## src/rtl/screen_message_mux.sv

```systemverilog
// screen_message_mux: frame-synchronous full-screen message selector.
// Picks the highest-priority active message layer, switches only at frame
// boundaries with optional blank frames in between, and supports blinking.
module screen_message_mux #(
  parameter int                 NUM_MSG      = 4,
  parameter int                 RGB_W        = 8,
  parameter logic [RGB_W-1:0]   TRANSPARENT  = '0,
  parameter int                 BLANK_FRAMES = 8,
  parameter int                 BLINK_FRAMES = 16,
  localparam int                IDX_W        = (NUM_MSG > 1) ? $clog2(NUM_MSG) : 1
) (
  input  logic                     clk,
  input  logic                     resetN,
  input  logic                     startOfFrame,
  input  logic [NUM_MSG-1:0]       msgActive,
  input  logic [NUM_MSG-1:0]       msgDrawingRequest,
  input  logic [NUM_MSG*RGB_W-1:0] msgRGB,
  input  logic [NUM_MSG-1:0]       blinkEn,
  output logic                     DrawingRequest,
  output logic [RGB_W-1:0]         RGBOut,
  output logic [IDX_W-1:0]         activeIdx,
  output logic                     messageShown
);

  localparam int BCNT_W = (BLANK_FRAMES > 0) ? $clog2(BLANK_FRAMES + 1) : 1;
  localparam int FCNT_W = (BLINK_FRAMES > 1) ? $clog2(BLINK_FRAMES) : 1;
  localparam logic [BCNT_W-1:0] BLANK_LOAD = BCNT_W'(BLANK_FRAMES);
  localparam logic [FCNT_W-1:0] FRAME_LAST = FCNT_W'(BLINK_FRAMES - 1);

  typedef enum logic [1:0] {IDLE, SHOW, BLANK} state_t;

  state_t             state, state_next;
  logic [IDX_W-1:0]   sel, sel_next;
  logic [BCNT_W-1:0]  blank_cnt, blank_next;
  logic [FCNT_W-1:0]  frame_cnt, frame_next;
  logic               blink_phase, phase_next;

  logic [IDX_W-1:0]   cand;
  logic               cand_valid;
  logic [RGB_W-1:0]   sel_rgb;
  logic               sel_req;
  logic               sel_blink;
  logic               visible;

  // Priority encoder: lowest active index wins
  always_comb begin
    cand       = '0;
    cand_valid = |msgActive;
    for (int i = NUM_MSG - 1; i >= 0; i--) begin
      if (msgActive[i]) cand = IDX_W'(i);
    end
  end

  // Pick out the currently selected channel's request, colour and blink enable
  always_comb begin
    sel_rgb   = TRANSPARENT;
    sel_req   = 1'b0;
    sel_blink = 1'b0;
    for (int i = 0; i < NUM_MSG; i++) begin
      if (sel == IDX_W'(i)) begin
        sel_rgb   = msgRGB[i*RGB_W +: RGB_W];
        sel_req   = msgDrawingRequest[i];
        sel_blink = blinkEn[i];
      end
    end
  end

  // State and frame counters, only ever updated on a frame boundary
  always_ff @(posedge clk or negedge resetN) begin
    if (!resetN) begin
      state       <= IDLE;
      sel         <= '0;
      blank_cnt   <= '0;
      frame_cnt   <= '0;
      blink_phase <= 1'b0;
    end else begin
      state       <= state_next;
      sel         <= sel_next;
      blank_cnt   <= blank_next;
      frame_cnt   <= frame_next;
      blink_phase <= phase_next;
    end
  end

  // Next-state logic: arbitration, blank insertion and blink counting
  always_comb begin
    state_next = state;
    sel_next   = sel;
    blank_next = blank_cnt;
    frame_next = frame_cnt;
    phase_next = blink_phase;
    if (startOfFrame) begin
      case (state)
        IDLE: begin
          if (cand_valid) begin
            if (BLANK_FRAMES == 0) begin
              state_next = SHOW;
              sel_next   = cand;
              frame_next = '0;
              phase_next = 1'b0;
            end else begin
              state_next = BLANK;
              blank_next = BLANK_LOAD;
            end
          end
        end
        SHOW: begin
          if (!cand_valid || cand != sel) begin
            if (BLANK_FRAMES == 0) begin
              if (cand_valid) begin
                sel_next   = cand;
                frame_next = '0;
                phase_next = 1'b0;
              end else begin
                state_next = IDLE;
              end
            end else begin
              state_next = BLANK;
              blank_next = BLANK_LOAD;
            end
          end else if (frame_cnt == FRAME_LAST) begin
            frame_next = '0;
            phase_next = ~blink_phase;
          end else begin
            frame_next = frame_cnt + 1'b1;
          end
        end
        BLANK: begin
          blank_next = blank_cnt - 1'b1;
          if (blank_cnt == BCNT_W'(1)) begin
            if (cand_valid) begin
              state_next = SHOW;
              sel_next   = cand;
              frame_next = '0;
              phase_next = 1'b0;
            end else begin
              state_next = IDLE;
            end
          end
        end
        default: state_next = IDLE;
      endcase
    end
  end

  assign visible = (state == SHOW) && !(sel_blink && blink_phase);

  // Registered output pixel: selected colour where the message draws, else transparent
  always_ff @(posedge clk or negedge resetN) begin
    if (!resetN) begin
      RGBOut <= TRANSPARENT;
    end else begin
      RGBOut <= (visible && sel_req) ? sel_rgb : TRANSPARENT;
    end
  end

  assign DrawingRequest = (RGBOut != TRANSPARENT);
  assign activeIdx      = (state == SHOW) ? sel : '0;
  assign messageShown   = (state == SHOW);

endmodule

```

## config.mk

```make
export PLATFORM = sky130hd
export DESIGN_NAME = screen_message_mux
export DESIGN_NICKNAME = d
export VERILOG_FILES = /design/src/rtl/screen_message_mux.sv
export SDC_FILE = /design/constraint.sdc
export NUM_CORES = 1
export LEC_CHECK = 0
export CAP_MARGIN = 20
export CORE_UTILIZATION = 39
export DETAILED_ROUTE_END_ITERATION = 10
export GPL_TIMING_DRIVEN = 0
export PLACE_DENSITY = 0.76
export SLEW_MARGIN = 0
export SYNTH_ARGS = -nofsm -noshare
export SYNTH_HDL_FRONTEND = slang
export SYNTH_SLANG_ARGS = --single-unit
```

## constraint.sdc

```tcl
create_clock -name clk -period 2.09 [get_ports clk]
set_input_delay 0.5225 -clock clk [delete_from_list [all_inputs] [get_ports clk]]
set_output_delay 0.5225 -clock clk [all_outputs]
set_load 0.03 [all_outputs]
```

==> parameters.txt, run 1 <==
Parameter                              Value

Detailed routing
  Routed WL ... 3820 µm
  Mean number of vias per cell ... 5.43
  WL/cell ... 15.8 µm
  Number of violations reported at the end of detailed-routing iteration 0 ... 25
  Pre-Repair DR Iteration Count ... 4
  # DRC ... 0
  Routed vias ... 1313
  Routed Antenna Nets ... 0

STA
  Unrepaired setup endpoints after global routing ... yes
  Final setup skew ... 1.05 ps
  Fmax ... 486 MHz
  Max-slew violation count ... 0
  Tightest slew margin relative to the limit ... 36.2%
  Final-report setup violation count ... 0
  Portion of the clock cycle consumed by the worst path in the final layout ... 98.4%
  Minimum period implied by the final worst setup slack ... 2060 ps
  Final hold vios ... 0
  Slew at the pin closest to its max-slew limit ... 954 ps

Min path
  Startpoint of the most critical hold path ... frame_cnt[0]
  Hold WC Path Type ... reg -> reg

Clocking
  CTS tree ... built
  Number of hold buffers added after CTS ... 0
  Maximum buffer depth of the clock tree ... 2
  TritonCTS buffer count ... 3
  Number of H-tree levels ... 1
  Clock transition time at the flip-flop clock pins of the worst setup and hold paths ... 70 ps
  Num Clock Sinks ... 21
  Insertion delay of the later-clocked pin in the worst-skew pair ... 250 ps
  Library cell used as clock root buffer ... sky130_fd_sc_hd__clkbuf_8

Job
  # Max-Cap Violations ... 0

Logic synthesis
  Number of enable flip-flop cells after synthesis ... 0
  Count of distinct cell types in the synthesized netlist ... 48
  Adder-cell share of the synthesized area ... 5.94%
  Cells after synthesis ... 134
  Post-synth top flop ... sky130_fd_sc_hd__dfrtp_1
  Fraction of the yosys area taken by sequential cells ... 35.7%
  Avg Inst Size Synth ... 11.0 µm²
  Net Count, Synth ... 188
  Synth Register Bits ... 21
  Xor-xnor portion of the synthesized cell area ... 0%
  Post-synthesis compound-gate area fraction ... 14.4%
  Main combinational cell family by area after synthesis ... simple AND/OR/NAND/NOR gates
  Yosys warnings ... 0
  Fraction of registers with async set or reset after synthesis ... 100%
  Cell area after synthesis ... 0.00147 mm²
  Share of synthesized cell area in and, or, nand and nor gates ... 22.3%
  Proportion of synthesized area in mux cells ... 17.5%

Setup path
  Delay-heaviest family, CP ... flip-flops
  Critical-path cell list ... inv_1 > ha_2 > and2_1 > clkdlybuf4s15_2
  CP bufs+invs ... 2
  Biggest cell delay along the critical path ... 410 ps
  Critical path capture point type ... output port
  WS Path Type ... reg -> out
  Launch point of the critical path ... state[1]
  Maximum fanout along the worst path ... 8
  Slowest library cell on the worst path ... sky130_fd_sc_hd__dfrtp_1
  Crit path arrival time ... 1530 ps
  Critical path required time ... 1570 ps
  Startpoint of the worst-slack reg-to-reg timing path ... state[0]
  Launching element type of the critical path ... flip-flop

Power
  Maximum resistive drop on vdd ... 0.512 mV
  Cell Pwr Density ... 958 mW/mm²
  Static Leak ... 0.889 nW
  Power, Total ... 2.08 mW

Cells and area
  Final-layout fill cell count ... 293
  Final layout net count ... 251
  Proportion of layout cells with a drive suffix above 1 ... 15.8%
  Layout Area Growth over Synthesis ... 47.5%
  Final cell area excluding filler cells ... 0.00217 mm²
  Number of antenna repair diodes ... 0

Floorplanning
  Die outline area ... 0.00403 mm²
  Area of the core ... 0.00347 mm²
  I/O pin cnt ... 59
  Chip height ... 63.5 µm
  Effective utilization at floorplan ... 42.5%
  Rows ... 21
  Die Span X ... 63.5 µm

Global routing
  Global-route wire length before repair ... 6530 µm
  Total global routing overflow ... 0
  Total track usage ... 21.1%
  Number of antenna violations at the first check in global routing ... 0
  Via count of the first global-routing pass ... 1378
  Pin count of the biggest net entering global routing ... 22

Placed design
  Final estimated routing congestion in global placement ... 0.735
  Estimated wirelength of the detail-placed design ... 3070 µm
  Number of buffers inserted by port buffering ... 58
  DP Area ... 0.00211 mm²

Run status
  Outcome ... finished clean
layout make-up:
| class | instances | area (µm²) | area share (%) |
|---|---|---|---|
| multi-input cells | 99 | 902 | 41.5 |
| repair buffers | 59 | 586 | 26.9 |
| flip-flops and latches | 21 | 526 | 24.2 |
| well taps | 46 | 57.6 | 2.65 |
| clock buffers | 4 | 45.0 | 2.07 |
| inverters | 10 | 37.5 | 1.73 |
| plain buffers | 3 | 21.3 | 0.978 |
cell usage after synthesis (all sizes together) (2+ instances only):
cell | instances | area share (%)
nand2 | 8 | 2.0
buf | 2 | 1.1
nor2b | 12 | 5.1
ha | 7 | 5.9
nand3 | 3 | 1.0
dfrtp | 21 | 36
nor2 | 6 | 1.5
nand3b | 2 | 1.0
o211ai | 4 | 2.0
inv | 10 | 2.5
nor4bb | 2 | 1.8
nor4 | 3 | 1.7
mux2 | 5 | 4.1
and2 | 3 | 1.3
and3 | 2 | 0.85
a22oi | 2 | 1.4
clkbuf | 2 | 0.51
mux4 | 8 | 13
nor3 | 6 | 2.0
o21ai | 6 | 2.3
o21bai | 2 | 1.0
worst paths after layout:
path | slack (ps) | end | cells past startpoint
worst max-delay path | 30 | activeIdx[0] | 4
worst min-delay path | 540 | frame_cnt[0] | 1
worst max register to register | 140 | frame_cnt[0] | 6
worst min register to register | 540 | frame_cnt[0] | 1
max in group asynchronous | 720 | state[0] | 1
min in group asynchronous | 790 | frame_cnt[2] | 1
placed cells by master (no fill, tap or decap), types with 3 or more instances in the layout:
cell type and count:
sky130_fd_sc_hd__inv_1 10, sky130_fd_sc_hd__nand3_1 3, sky130_fd_sc_hd__clkdlybuf4s50_1 49, sky130_fd_sc_hd__clkbuf_8 3
sky130_fd_sc_hd__nor3_1 6, sky130_fd_sc_hd__nand2_1 8, sky130_fd_sc_hd__mux4_2 6, sky130_fd_sc_hd__dlygate4sd2_1 6
sky130_fd_sc_hd__dfrtp_1 21, sky130_fd_sc_hd__ha_1 5, sky130_fd_sc_hd__nor2_1 6, sky130_fd_sc_hd__mux2_2 3
sky130_fd_sc_hd__o211ai_1 4, sky130_fd_sc_hd__o21ai_0 4, sky130_fd_sc_hd__nor2b_1 11, sky130_fd_sc_hd__and2_1 3
kinds of logic (layout without fill, tap and decap cells):
kind of cell,count (synthesis),after routing
buffers and inverters,14,76
multiplexers,14,14
flip-flops,21,21
AO/OA/AOI/OAI,25,25
AND/OR/NAND/NOR,53,53
adder cells (fa/ha/maj),7,7
what timing repair did:
action | in CTS | in global routing
gates resized for setup | 15 | 3
pin swaps | 2 | 1
endpoints found under the setup margin | 12 | 8
buffers inserted | 0 | 1
per-layer routing:
layer	routed length (µm)	vias up	track usage, %
li1	-	624	-
met1	1640	648	26.4
met2	1940	34	36.8
met3	177	7	2.54
met4	65	0	7.67
met5	0	-	0
per-stage QoR:
| step | setup slack [ps] | setup TNS [ps] | hold slack (ps) | instances | util [%] |
|---|---|---|---|---|---|
| final | 33.6 | 0 | 544 | 242 | 62.7 |
| after global routing | -36.0 | -89.5 | 604 | 242 | 62.7 |
| after CTS | 34.3 | 0 | 545 | 241 | 62.3 |
| after detailed placement | -392 | -3670 | 528 | 238 | 60.9 |
| after global placement | -333 | -2900 | 515 | 238 | 60.9 |
| after floorplan | 140 | 0 | 227 | 134 | - |
flip-flops by register name (all words and copies together), names as in the netlist:
name and count:
state 2, blink_phase 1, frame_cnt 4, RGBOut 8
blank_cnt 4, sel 2
power by group:
| group | internal (mW) | switching, mW | leakage, nW |
|---|---|---|---|
| Clock | 0.136 | 0.126 | 0.0228 |
| Combinational | 0.607 | 0.608 | 0.596 |
| Sequential | 0.516 | 0.0914 | 0.270 |
| Total | 1.26 | 0.825 | 0.889 |
Power figures use the tool's default switching activity.
==> run 2, diff against run 1 <==
--- a/config.mk
+++ b/config.mk
@@ -6,10 +6,12 @@
 export NUM_CORES = 1
 export LEC_CHECK = 0
 export CAP_MARGIN = 20
-export CORE_UTILIZATION = 39
+export CELL_PAD_IN_SITES_DETAIL_PLACEMENT = 2
+export CELL_PAD_IN_SITES_GLOBAL_PLACEMENT = 2
+export CORE_UTILIZATION = 23
 export DETAILED_ROUTE_END_ITERATION = 10
 export GPL_TIMING_DRIVEN = 0
-export PLACE_DENSITY = 0.76
+export PLACE_DENSITY = 0.75
 export SLEW_MARGIN = 0
 export SYNTH_ARGS = -nofsm -noshare
 export SYNTH_HDL_FRONTEND = slang
==> run 2 against run 1 <==
Compared with the run above:
- design area is 5.1% higher
- maximum frequency is 1.0% higher
- worst setup slack improved by 21 ps
- critical endpoint is now activeIdx[1]
==> parameters.txt, run 2 (synthesized netlist as in run 1, its figures left out) <==
Parameter                              Value

Run status
  Outcome ... finished clean

STA
  Unrepaired setup endpoints after global routing ... yes
  Final hold vios ... 0 (unchanged)
  Tightest slew margin relative to the limit ... 53.4% (+17 points)
  Final-report setup violation count ... 0 (unchanged)
  Hold Worst Slack ... 559 ps (+15.0 ps)
  Max-slew violation count ... 0 (unchanged)
  Slew at the pin closest to its max-slew limit ... 696 ps (-258 ps)
  Portion of the clock cycle consumed by the worst path in the final layout ... 97.4% (-1.0 points)
  Worst setup margin ... 54.4 ps (+20.8 ps)
  Final setup skew ... 1.76 ps (+0.712 ps)
  Minimum period implied by the final worst setup slack ... 2040 ps (-20.8 ps)
  Fmax ... 491 MHz (+1.0%)

Setup path
  Critical path required time ... 1570 ps (about the same)
  Crit path arrival time ... 1510 ps (-20 ps)
  Critical path capture point type ... output port
  WS Path Type ... reg -> out
  CP bufs+invs ... 2 (unchanged)
  Biggest cell delay along the critical path ... 430 ps (+20 ps)
  Launching element type of the critical path ... flip-flop
  Slowest library cell on the worst path ... sky130_fd_sc_hd__dfrtp_1
  Delay-heaviest family, CP ... buffers and inverters
  Maximum fanout along the worst path ... 8 (unchanged)
  Critical-path cell list ... inv_1 > ha_4 > and2_1 > clkdlybuf4s15_2

Cells and area
  Register with the highest flop count ... RGBOut
  Most frequent cells in the layout ... sky130_fd_sc_hd__clkdlybuf4s50_1, sky130_fd_sc_hd__dfrtp_1, sky130_fd_sc_hd__nor2b_1
  Biggest registers after layout ... RGBOut (8), blank_cnt (4), frame_cnt (4)
  Final layout net count ... 254 (+1.2%)
  Number of antenna repair diodes ... 0 (unchanged)
  Proportion of layout cells with a drive suffix above 1 ... 17.6% (+1.8 points)
  Most common library cell in the layout ignoring fill and taps ... sky130_fd_sc_hd__clkdlybuf4s50_1
  Layout Area Growth over Synthesis ... 55.0%
  Largest register FFs ... 8 (unchanged)

Floorplanning
  Chip height ... 82.1 µm (+29%)
  Die Span X ... 82.1 µm (+29%)
  Area of the core ... 0.00606 mm² (+75%)
  Effective utilization at floorplan ... 24.3% (-18 points)
  Rows ... 28 (+33%)
  I/O pin cnt ... 59 (unchanged)
  Die outline area ... 0.00673 mm² (+67%)

Power
  Power, Total ... 2.23 mW (+7.0%)
  Cell Pwr Density ... 976 mW/mm² (+1.8%)
  Static Leak ... 0.908 nW (+2.2%)
  Maximum resistive drop on vdd ... 0.494 mV (-3.5%)

Detailed routing
  WL/cell ... 17.3 µm (+9.7%)
  # DRC ... 0 (unchanged)
  Pre-Repair DR Iteration Count ... 3 (-1)
  Routed WL ... 4740 µm (+24%)
  Mean number of vias per cell ... 4.84 (-11%)
  Routed Antenna Nets ... 0 (unchanged)
  Number of violations reported at the end of detailed-routing iteration 0 ... 42 (+68%)
  Routed vias ... 1326 (+0.99%)

Clocking
  Number of H-tree levels ... 1 (unchanged)
  CTS tree ... built
  Num Clock Sinks ... 21 (unchanged)
  Library cell used as clock root buffer ... sky130_fd_sc_hd__clkbuf_8
  Number of hold buffers added after CTS ... 0 (unchanged)
  Maximum buffer depth of the clock tree ... 2 (unchanged)
  Clock transition time at the flip-flop clock pins of the worst setup and hold paths ... 80 ps (about the same)
  Insertion delay of the later-clocked pin in the worst-skew pair ... 260 ps (about the same)
  TritonCTS buffer count ... 3 (unchanged)

Min path
  Hold WC Path Type ... in -> async

Global routing
  Global-route wire length before repair ... 7510 µm (+15%)
  Total global routing overflow ... 0 (unchanged)
  Via count of the first global-routing pass ... 1454 (+5.5%)
  Number of antenna violations at the first check in global routing ... 0 (unchanged)
  Pin count of the biggest net entering global routing ... 22 (unchanged)
  Total track usage ... 15.5% (-5.6 points)

Placed design
  Final estimated routing congestion in global placement ... 0.711 (-3.3%)
  Placement-stage worst setup slack ... -426 ps (-33.8 ps)
  Estimated wirelength of the detail-placed design ... 3660 µm (+19%)
  Number of buffers inserted by port buffering ... 58 (unchanged)

Job
  # Max-Cap Violations ... 0 (unchanged)
## run 2: cell count changes in the layout (fill, tap and decap cells not counted), moves of 2 or more
cell / change
sky130_fd_sc_hd__buf_4: +2
sky130_fd_sc_hd__clkbuf_4: +2
sky130_fd_sc_hd__ha_2: -2
sky130_fd_sc_hd__ha_4: +2
## run 2: worst register-to-register path, delay by kind of cell (launching register included)
family	cells	cell delay (ps)
flops	1	440
simple gates	1	210
mux	1	320
compound gates	2	340
fa+ha+maj	1	220
buf+inv	2	310
## run 2: what timing repair did
action	4_1_cts	5_1_grt
setup endpoints to repair	17	7
buffers inserted	3	0
endpoints found under the hold margin	0	0
gates resized for setup	17	8
pin swaps	2	0
## run 2: where the power goes
part / switching (mW) / leakage [nW] / internal [mW]
sequential: 0.104 / 0.270 / 0.516
combinational: 0.663 / 0.615 / 0.663
clock: 0.147 / 0.0228 / 0.136
total: 0.914 / 0.908 / 1.32
## run 2: worst paths after layout
kind | from | to | slack [ps] | cells past startpoint
max | state[1] | activeIdx[1] | 50 | 4
min | resetN | frame_cnt[2] | 560 | 1
min reg2reg | frame_cnt[0] | frame_cnt[0] | 560 | 1
max reg2reg | state[0] | frame_cnt[0] | 140 | 7
max in group asynchronous | resetN | state[0] | 1090 | 2
min in group clk | frame_cnt[0] | frame_cnt[0] | 560 | 1
## run 2: per-stage QoR
step	TNS, ps	area (µm²)	util, %	cells
finish	0	2280	37.7	274
global route	-41.3	2280	37.7	274
CTS	-1.60	2230	36.8	273
detailed placement	-4800	2150	35.4	267
global placement	-4260	2150	35.4	267
floorplan	0	1470	-	134
## run 2: area by class of cell
| type | instances | area, µm² |
|---|---|---|
| tap | 75 | 93.8 |
| fill | 665 | 3780 |
| timing repair buffer | 62 | 613 |
| sequential | 21 | 526 |
| inverter | 10 | 37.5 |
| multi-input combinational | 99 | 943 |
| buffer | 3 | 26.3 |
| clock buffer | 4 | 45.0 |
## run 2: metal layers
metal,track usage (%),vias to the layer above,routed length (µm),part of all wire [%]
li1,-,630,-,-
met5,0,-,0,0
met2,27.4,33,2410,51
met3,2.78,6,218,4.6
met1,18.3,657,2020,43
met4,5.79,0,91,1.9
==> run 3, diff against run 2 <==
--- a/config.mk
+++ b/config.mk
@@ -5,10 +5,10 @@
 export SDC_FILE = /design/constraint.sdc
 export NUM_CORES = 1
 export LEC_CHECK = 0
-export CAP_MARGIN = 20
 export CELL_PAD_IN_SITES_DETAIL_PLACEMENT = 2
 export CELL_PAD_IN_SITES_GLOBAL_PLACEMENT = 2
 export CORE_UTILIZATION = 23
+export CTS_CLUSTER_SIZE = 28
 export DETAILED_ROUTE_END_ITERATION = 10
 export GPL_TIMING_DRIVEN = 0
 export PLACE_DENSITY = 0.75
==> run 3 against run 2 <==
Compared with the run above:
- via count is 0.15% lower
- design area is 0.66% lower
- routed wire length barely moved
- sequential share of layout area is 0.15 points higher
- sequential power about the same
- clock skew about the same
- combinational power hardly changed
- flip-flop and latch count unchanged
- critical path depth did not move
- global-route usage unchanged
- worst hold slack improved by 6.0 ps
- critical path type unchanged
- largest power group unchanged
==> parameters.txt, run 3 (synthesized netlist as in run 1, its figures left out) <==
Parameter                              Value

Run status
  Outcome ... finished clean

Detailed routing
  WL/cell ... 17.4 µm (+0.43%)
  # DRC ... 0 (unchanged)
  Met3 WL ... 218 µm (unchanged)
  Highest metal used ... met4
  Pre-Repair DR Iteration Count ... 3 (unchanged)
  Mean number of vias per cell ... 4.85 (+0.21%)
  Routed Antenna Nets ... 0 (unchanged)
  Sum of met2 wire segment lengths after detailed routing ... 2410 µm (about the same)
  Routed WL ... 4750 µm (about the same)
  Routed vias ... 1324 (-0.15%)
  Number of violations reported at the end of detailed-routing iteration 0 ... 42 (unchanged)
  Wl on met1 ... 2020 µm (about the same)

Cells and area
  Most common library cell in the layout ignoring fill and taps ... sky130_fd_sc_hd__clkdlybuf4s50_1
  Most frequent cells in the layout ... sky130_fd_sc_hd__clkdlybuf4s50_1, sky130_fd_sc_hd__dfrtp_1, sky130_fd_sc_hd__nor2b_1
  Final layout net count ... 253 (-0.39%)
  Number of antenna repair diodes ... 0 (unchanged)
  Layout Area Growth over Synthesis ... 54.0%
  Largest register FFs ... 8 (unchanged)
  Final design utilization ... 37.4% (-0.25 points)
  Area taken by multi-input logic gates ... 943 µm² (unchanged)
  Biggest registers after layout ... RGBOut (8), blank_cnt (4), frame_cnt (4)
  Register with the highest flop count ... RGBOut
  Final-layout fill cell count ... 664 (-0.15%)
  Sequential cell area ... 526 µm² (unchanged)
  Finished Layout Cells ... 273 (-0.36%)
  Proportion of layout cells with a drive suffix above 1 ... 17.2% (-0.42 points)

Placed design
  Placement-stage worst setup slack ... -426 ps (unchanged)
  Placed cell count ... 267 (unchanged)
  Final estimated routing congestion in global placement ... 0.711 (unchanged)
  Number of buffers inserted by port buffering ... 58 (unchanged)
  Estimated wirelength of the detail-placed design ... 3660 µm (unchanged)

Setup path
  Critical-path cell list ... inv_1 > ha_4 > and2_1 > clkdlybuf4s15_2
  Launching element type of the critical path ... flip-flop
  Crit path arrival time ... 1510 ps (about the same)
  Critical path required time ... 1570 ps (about the same)
  Maximum fanout along the worst path ... 8 (unchanged)
  Critical path capture point type ... output port
  Biggest cell delay along the critical path ... 430 ps (about the same)
  Slowest library cell on the worst path ... sky130_fd_sc_hd__dfrtp_1
  WS Path Type ... reg -> out

Job
  # Max-Cap Violations ... 0 (unchanged)

Power
  Maximum resistive drop on vdd ... 0.494 mV (about the same)
  Static Leak ... 0.901 nW (-0.82%)
  Cell Pwr Density ... 981 mW/mm² (+0.54%)

Floorplanning
  Die Span X ... 82.1 µm (unchanged)
  Effective utilization at floorplan ... 24.3% (unchanged)
  Area of the core ... 0.00606 mm² (unchanged)
  Rows ... 28 (unchanged)
  Die outline area ... 0.00673 mm² (unchanged)
  Chip height ... 82.1 µm (unchanged)
  I/O pin cnt ... 59 (unchanged)

STA
  Total negative slack for setup checks ... 0 ps (unchanged)
  Hold Worst Slack ... 565 ps (+5.97 ps)
  Minimum period implied by the final worst setup slack ... 2040 ps (-0.0120 ps)
  Final-report setup violation count ... 0 (unchanged)
  Portion of the clock cycle consumed by the worst path in the final layout ... 97.4% (about the same)
  Unrepaired setup endpoints after global routing ... yes
  Worst setup margin ... 54.4 ps (+0.0120 ps)
  Tightest slew margin relative to the limit ... 31.2% (-22 points)
  Fmax ... 491 MHz (about the same)
  Final setup skew ... 1.75 ps (-0.00824 ps)
  Max-slew violation count ... 0 (unchanged)
  Final hold vios ... 0 (unchanged)
  Slew at the pin closest to its max-slew limit ... 1030 ps (+334 ps)

Clocking
  CTS tree ... built
  Clock transition time at the flip-flop clock pins of the worst setup and hold paths ... 80 ps (about the same)
  Num Clock Sinks ... 21 (unchanged)
  Number of H-tree levels ... 1 (unchanged)
  Number of hold buffers added after CTS ... 0 (unchanged)
  Insertion delay of the later-clocked pin in the worst-skew pair ... 260 ps (about the same)
  TritonCTS buffer count ... 3 (unchanged)
  Library cell used as clock root buffer ... sky130_fd_sc_hd__clkbuf_8
  Maximum buffer depth of the clock tree ... 2 (unchanged)

Global routing
  Number of antenna violations at the first check in global routing ... 0 (unchanged)
  Pin count of the biggest net entering global routing ... 22 (unchanged)
  Via count of the first global-routing pass ... 1454 (unchanged)
  Total global routing overflow ... 0 (unchanged)
  Global-route wire length before repair ... 7510 µm (unchanged)
  Total track usage ... 15.5% (unchanged)

Min path
  Hold WC Path Type ... reg -> reg
## run 3: through the flow
step	power, mW	cell area [µm²]
detailed placement	1.87	2150
CTS	2.19	2230
global placement	1.83	2150
floorplan	1.45	1470
finish	2.23	2270
global route	2.41	2270
## run 3: timing repair
action,CTS,global route
buffers inserted,3,0
pin swaps,2,0
cloned,0,0
resized for setup,17,8
setup endpoints to repair,17,7
## run 3: area by class of cell
cell class	count	area share (%)
buffer	3	1.16
clock buffer	4	1.98
inverter	10	1.65
multi-input combinational	99	41.6
sequential	21	23.2
tap	75	4.13
timing repair buffer	61	26.4
## run 3: worst paths after layout
kind,startpoint,endpoint,slack [ps],depth (start not counted)
max,state[1],activeIdx[1],50,4
min reg2reg,frame_cnt[0],frame_cnt[0],560,1
min,frame_cnt[0],frame_cnt[0],560,1
min in group asynchronous,resetN,RGBOut[0],810,1
max in group asynchronous,resetN,state[0],660,1
max reg2reg,state[0],frame_cnt[0],140,7
## run 3: power breakdown
group	internal (mW)	switching, mW
registers	0.516	0.104
clock network	0.136	0.147
logic	0.661	0.663
## run 3: worst max-delay path, delay by kind of cell (launching register included)
family                   cells  cell delay, ps
flip-flops                   1             430
AND/OR/NAND/NOR              1             140
adder cells (fa/ha/maj)      1             230
buffers and inverters        2             440
## run 3: routing by layer
layer  GRT usage [%]  vias up
met5               0        -
met4            5.79        0
met3            2.78        6
met2            27.4       33
met1            18.3      657
li1                -      628
==> patch 1 (flow settings as in run 3) <==
Change the parameter `RGB_W` from 8 to 12.
--- a/src/rtl/screen_message_mux.sv
+++ b/src/rtl/screen_message_mux.sv
@@ -4,5 +4,5 @@
 module screen_message_mux #(
   parameter int                 NUM_MSG      = 4,
-  parameter int                 RGB_W        = 8,
+  parameter int                 RGB_W        = 12,
   parameter logic [RGB_W-1:0]   TRANSPARENT  = '0,
   parameter int                 BLANK_FRAMES = 8,
Interface: changed (resized RGBOut and msgRGB); port bits go from 59 to 79. No check against the original RTL was run, so the function may have changed too.
==> patch 1 against run 3 <==
- routed wire length up 21%
- area after synthesis grew 17%
- power rose by 8.9%
- sequential cell count rose by 4
- worst setup slack improved by 0.016 ns
- fmax is 0.78% higher
- design area is 22% higher
- clock power up 5%
- critical path type unchanged
- critical endpoint is now activeIdx[0]
- largest cell class unchanged
- largest power group unchanged
- highest routed layer unchanged
==> patch 1: results (changes against run 3) <==
| Metric | Value |
|---|---|
| Hold path start | `blank_cnt[1]` |
| Synth Area in Compound Gates | `0.127 (-0.0177)` |
| WHS Path Cells | `2 (+1)` |
| Skew final | `0.00600 ns (+0.00425 ns)` |
| Fin nets | `304 (+20%)` |
| Distinct cell type count after synthesis | `47 (-2.1%)` |
| Fin crit period | `2.02 ns (-0.0157 ns)` |
| Yosys top cell area share | `0.362 (+0.00526)` |
| Static Leak | `1.11 nW (+23%)` |
| Largest net degree at the start of global routing | `26 (+18%)` |
| Fillers | `771 (+16%)` |
| Reg2Reg Depth | `6 (-1)` |
| Largest regs | `RGBOut (12), blank_cnt (4), frame_cnt (4)` |
| Layout cells sized above 1 | `0.185 (+0.0128)` |
| Vias per inst | `4.69 (-3.3%)` |
| H-tree depth | `1 (unchanged)` |
| Global-route usage over all layers | `0.156 (+0.00148)` |
| Worst Setup SP | `state[1]` |
| Antenna Cells | `0 (unchanged)` |
| Top cells by count, synth | `dfrtp_1 (25), nor2b_1 (17), inv_1 (11)` |
| Number of global-route vias before repair | `1758 (+21%)` |
| Number of port buffers | `78 (+34%)` |
| DR iter-0 viols | `30 (-29%)` |
| Sequential area share after synthesis | `0.362 (+0.00526)` |
| Switching power share of the total | `0.406 (-0.00407)` |
| Final HPWL DP | `4640 µm (+27%)` |
| DRT Pass-1 Iters | `4 (+1)` |
| First-pass GRT wire length | `9180 µm (+22%)` |
| Crit path to | `activeIdx[0]` |
| Min-Delay Endpoint | `blank_cnt[1]` |
| Pre-CTS setup slack | `-0.487 ns (-0.0609 ns)` |
| Status | `finished, final reports clean` |
| Wire length per cell | `17.3 µm (-0.76%)` |
| VDD IR max | `296 µV (-40%)` |
| GPL Wtd Cong | `0.744 (+4.8%)` |
==> patch 1: changes by cell type after synthesis, moves of 2 or more <==
cell            run 3  this run
nor2b_1            12        17
nor3_1              6         8
mux4_2              6        10
mux2_2              3         1
nor2_1              6         4
mux2_1              1         3
dfrtp_1            21        25
==> patch 1: area by class of cell <==
class / instances / area (µm²) / area share
multi-input cells: 108 / 1100 / 0.396
repair buffers: 81 / 795 / 0.287
flip-flops and latches: 25 / 628 / 0.227
well taps: 99 / 124 / 0.0448
clock buffers: 3 / 41.3 / 0.0149
inverters: 11 / 41.3 / 0.0149
plain buffers: 4 / 37.5 / 0.0136
clock inverters: 1 / 5.00 / 0.00181
==> patch 1: power by group through the flow <==
stage	logic (mW)	registers [mW]	clock network (mW)
3_5_place_dp	1.38	0.719	0
2_1_floorplan	0.890	0.731	0
3_3_place_gp	1.34	0.706	0
4_1_cts	1.40	0.716	0.310
5_1_grt	1.54	0.741	0.322
6_report	1.41	0.720	0.296
==> patch 1: routing by layer <==
| metal | vias up | global-route usage | wire length [µm] |
|---|---|---|---|
| li1 | 723 | - | - |
| met1 | 791 | 0.177 | 2220 |
| met4 | 0 | 0.0367 | 80 |
| met3 | 7 | 0.0121 | 165 |
| met2 | 36 | 0.313 | 3260 |
| met5 | - | 0 | 0 |
==> patch 1: timing repair <==
action                     4_1_cts  5_1_grt
setup endpoints to repair       16       10
resized for setup               21       12
setup buffers                    1        2
pin swaps                        1        2
==> patch 1: per-stage QoR <==
step / cells / hold WS [ns] / instance area, µm²
after detailed placement: 327 / 0.561 / 2630
after global placement: 327 / 0.525 / 2630
after global routing: 332 / 0.602 / 2770
after floorplan: 150 / 0.227 / 1730
final: 332 / 0.571 / 2770
after CTS: 330 / 0.582 / 2720
==> patch 2 (settings of run 3) <==
Made on the original files. Add an input register stage for `blinkEn`; this delays it by one clock. The other inputs are not delayed to match.
--- a/src/rtl/screen_message_mux.sv
+++ b/src/rtl/screen_message_mux.sv
@@ -29,4 +29,10 @@
 
   typedef enum logic [1:0] {IDLE, SHOW, BLANK} state_t;
+
+  logic [NUM_MSG-1:0] blinkEn_q;
+
+  always_ff @(posedge clk) begin
+    blinkEn_q <= blinkEn;
+  end
 
   state_t             state, state_next;
@@ -61,5 +67,5 @@
         sel_rgb   = msgRGB[i*RGB_W +: RGB_W];
         sel_req   = msgDrawingRequest[i];
-        sel_blink = blinkEn[i];
+        sel_blink = blinkEn_q[i];
       end
     end
Formal check against the unedited RTL: same outputs for any inputs over 10 cycles, from zero or initial values and one cycle with resetN low; that may be too few to reach the edited logic, so the function may still have changed.
==> patch 2 against run 3 <==
- non-clock buffer count up 9
- die area down 0.57%
- power up 14%
- sequential cell count up 4
- area after synthesis down 0.59%
- routed wire length up 7.2%
- hold slack worse by 0.023 ns
- design area up 4.1%
- fmax down 1.5%
- largest cell class unchanged
- critical path depth up 4
- worst setup slack worse by 0.031 ns
- clock power up 5%
- via count up 6.5%
- count of clock-buffer cells in the layout unchanged
- largest power group unchanged
- critical path type is now input port to flop
==> patch 2: results (changes against run 3) <==
| Metric | Value |
|---|---|
| VDD IR max | `457 µV (-7.4%)` |
| Top delay family on crit path | `simple AND/OR/NAND/NOR gates` |
| Setup repair bufs after CTS | `7 (+4)` |
| GPL Wtd Cong | `0.774 (+8.9%)` |
| Reg2Reg Launch Point | `sel[0]` |
| Synth area leaders | `dfrtp_1 (36%), mux4_2 (12%), nor2b_1 (5.6%)` |
| Global-route usage over all layers | `0.165 (+0.0107)` |
| Fin nets | `261 (+3.2%)` |
| Status | `finished, final reports clean` |
| Clock Power | `296 µW (+5%)` |
| Pre-CTS setup slack | `-0.599 ns (-0.173 ns)` |
| Seq group | `761 µW (+23%)` |
| Worst slew margin | `0.333 (+0.0210)` |
| Skew final | `0.00426 ns (+0.00251 ns)` |
| Fillers | `654 (-1.5%)` |
| Crit-path max cell delay | `0.56 ns (+0.13 ns)` |
| DR iter-0 viols | `17 (-60%)` |
| DRT Pass-1 Iters | `4 (+1)` |
| Distinct cell type count after synthesis | `44 (-8.3%)` |
| Final HPWL DP | `3680 µm (+0.53%)` |
| Top cells by count, synth | `dfrtp_1 (21), nor2b_1 (13), nand2_1 (12)` |
| Post-CTS sizing | `32 (+15)` |
| Int Pwr | `1.51 mW (+15%)` |
| Hold path start | `frame_cnt[3]` |
| WP data arrival | `2.23 ns (+0.72 ns)` |
| Sequential area share after synthesis | `0.413 (+0.0568)` |
| Wire length per cell | `17.8 µm (+2.7%)` |
| Worst Setup SP | `msgActive[1]` |
| Layout cells sized above 1 | `0.243 (+0.0711)` |
-- patch 2: cell types whose count changed after synthesis, sizes merged, moves of 3 or more --
cell   before  now
nand2       8   12
or2         1    4
dfxtp       0    4
ha          7    3
nor3        6    1
nor2        6    3
o21ai       6   10
inv        10    7
a21oi       1    4
mux2        5    2
-- patch 2: worst max path at each step --
stage / slack, ns / end
after floorplan: 0.02 / frame_cnt[0]
after global placement: -0.62 / frame_cnt[3]
after global routing: -0.01 / frame_cnt[0]
after detailed placement: -0.60 / frame_cnt[3]
after CTS: 0.001 / activeIdx[1]
final: 0.02 / frame_cnt[0]
-- patch 2: through the flow --
stage / instances / instance area, µm² / utilization / hold slack (ns) / total power [mW]
floorplan: 138 / 1490 / - / 0.227 / 1.66
global placement: 271 / 2170 / 0.359 / 0.507 / 2.04
detailed placement: 271 / 2170 / 0.359 / 0.513 / 2.08
CTS: 282 / 2340 / 0.388 / 0.538 / 2.52
global route: 285 / 2360 / 0.392 / 0.585 / 2.74
finish: 285 / 2360 / 0.392 / 0.542 / 2.55
-- patch 2: final cells by class --
class                   instances  area [µm²]  area share
plain buffers                   5        32.5      0.0138
clock buffers                   4        45.0      0.0191
inverters                       7        26.3      0.0111
well taps                      75        93.8      0.0397
flip-flops and latches         25         606       0.256
multi-input cells             101         907       0.384
repair buffers                 68         653       0.276
-- patch 2: per-layer routing --
layer	GRT usage	vias up	share of wire
met1	0.179	705	0.40
met3	0.0311	8	0.045
li1	-	660	-
met2	0.320	37	0.53
met4	0.0491	0	0.016
met5	0	-	0
-- patch 2: kinds of logic (layout without fill, tap and decap cells) --
family	Yosys count	in the layout	share of synthesized area
AOI/OAI and AO/OA	30	30	0.149
adders and majority gates	3	3	0.0256
buffers and inverters	12	84	0.0316
DFF	25	25	0.413
muxes	12	12	0.155
and+or+nand+nor	56	56	0.226
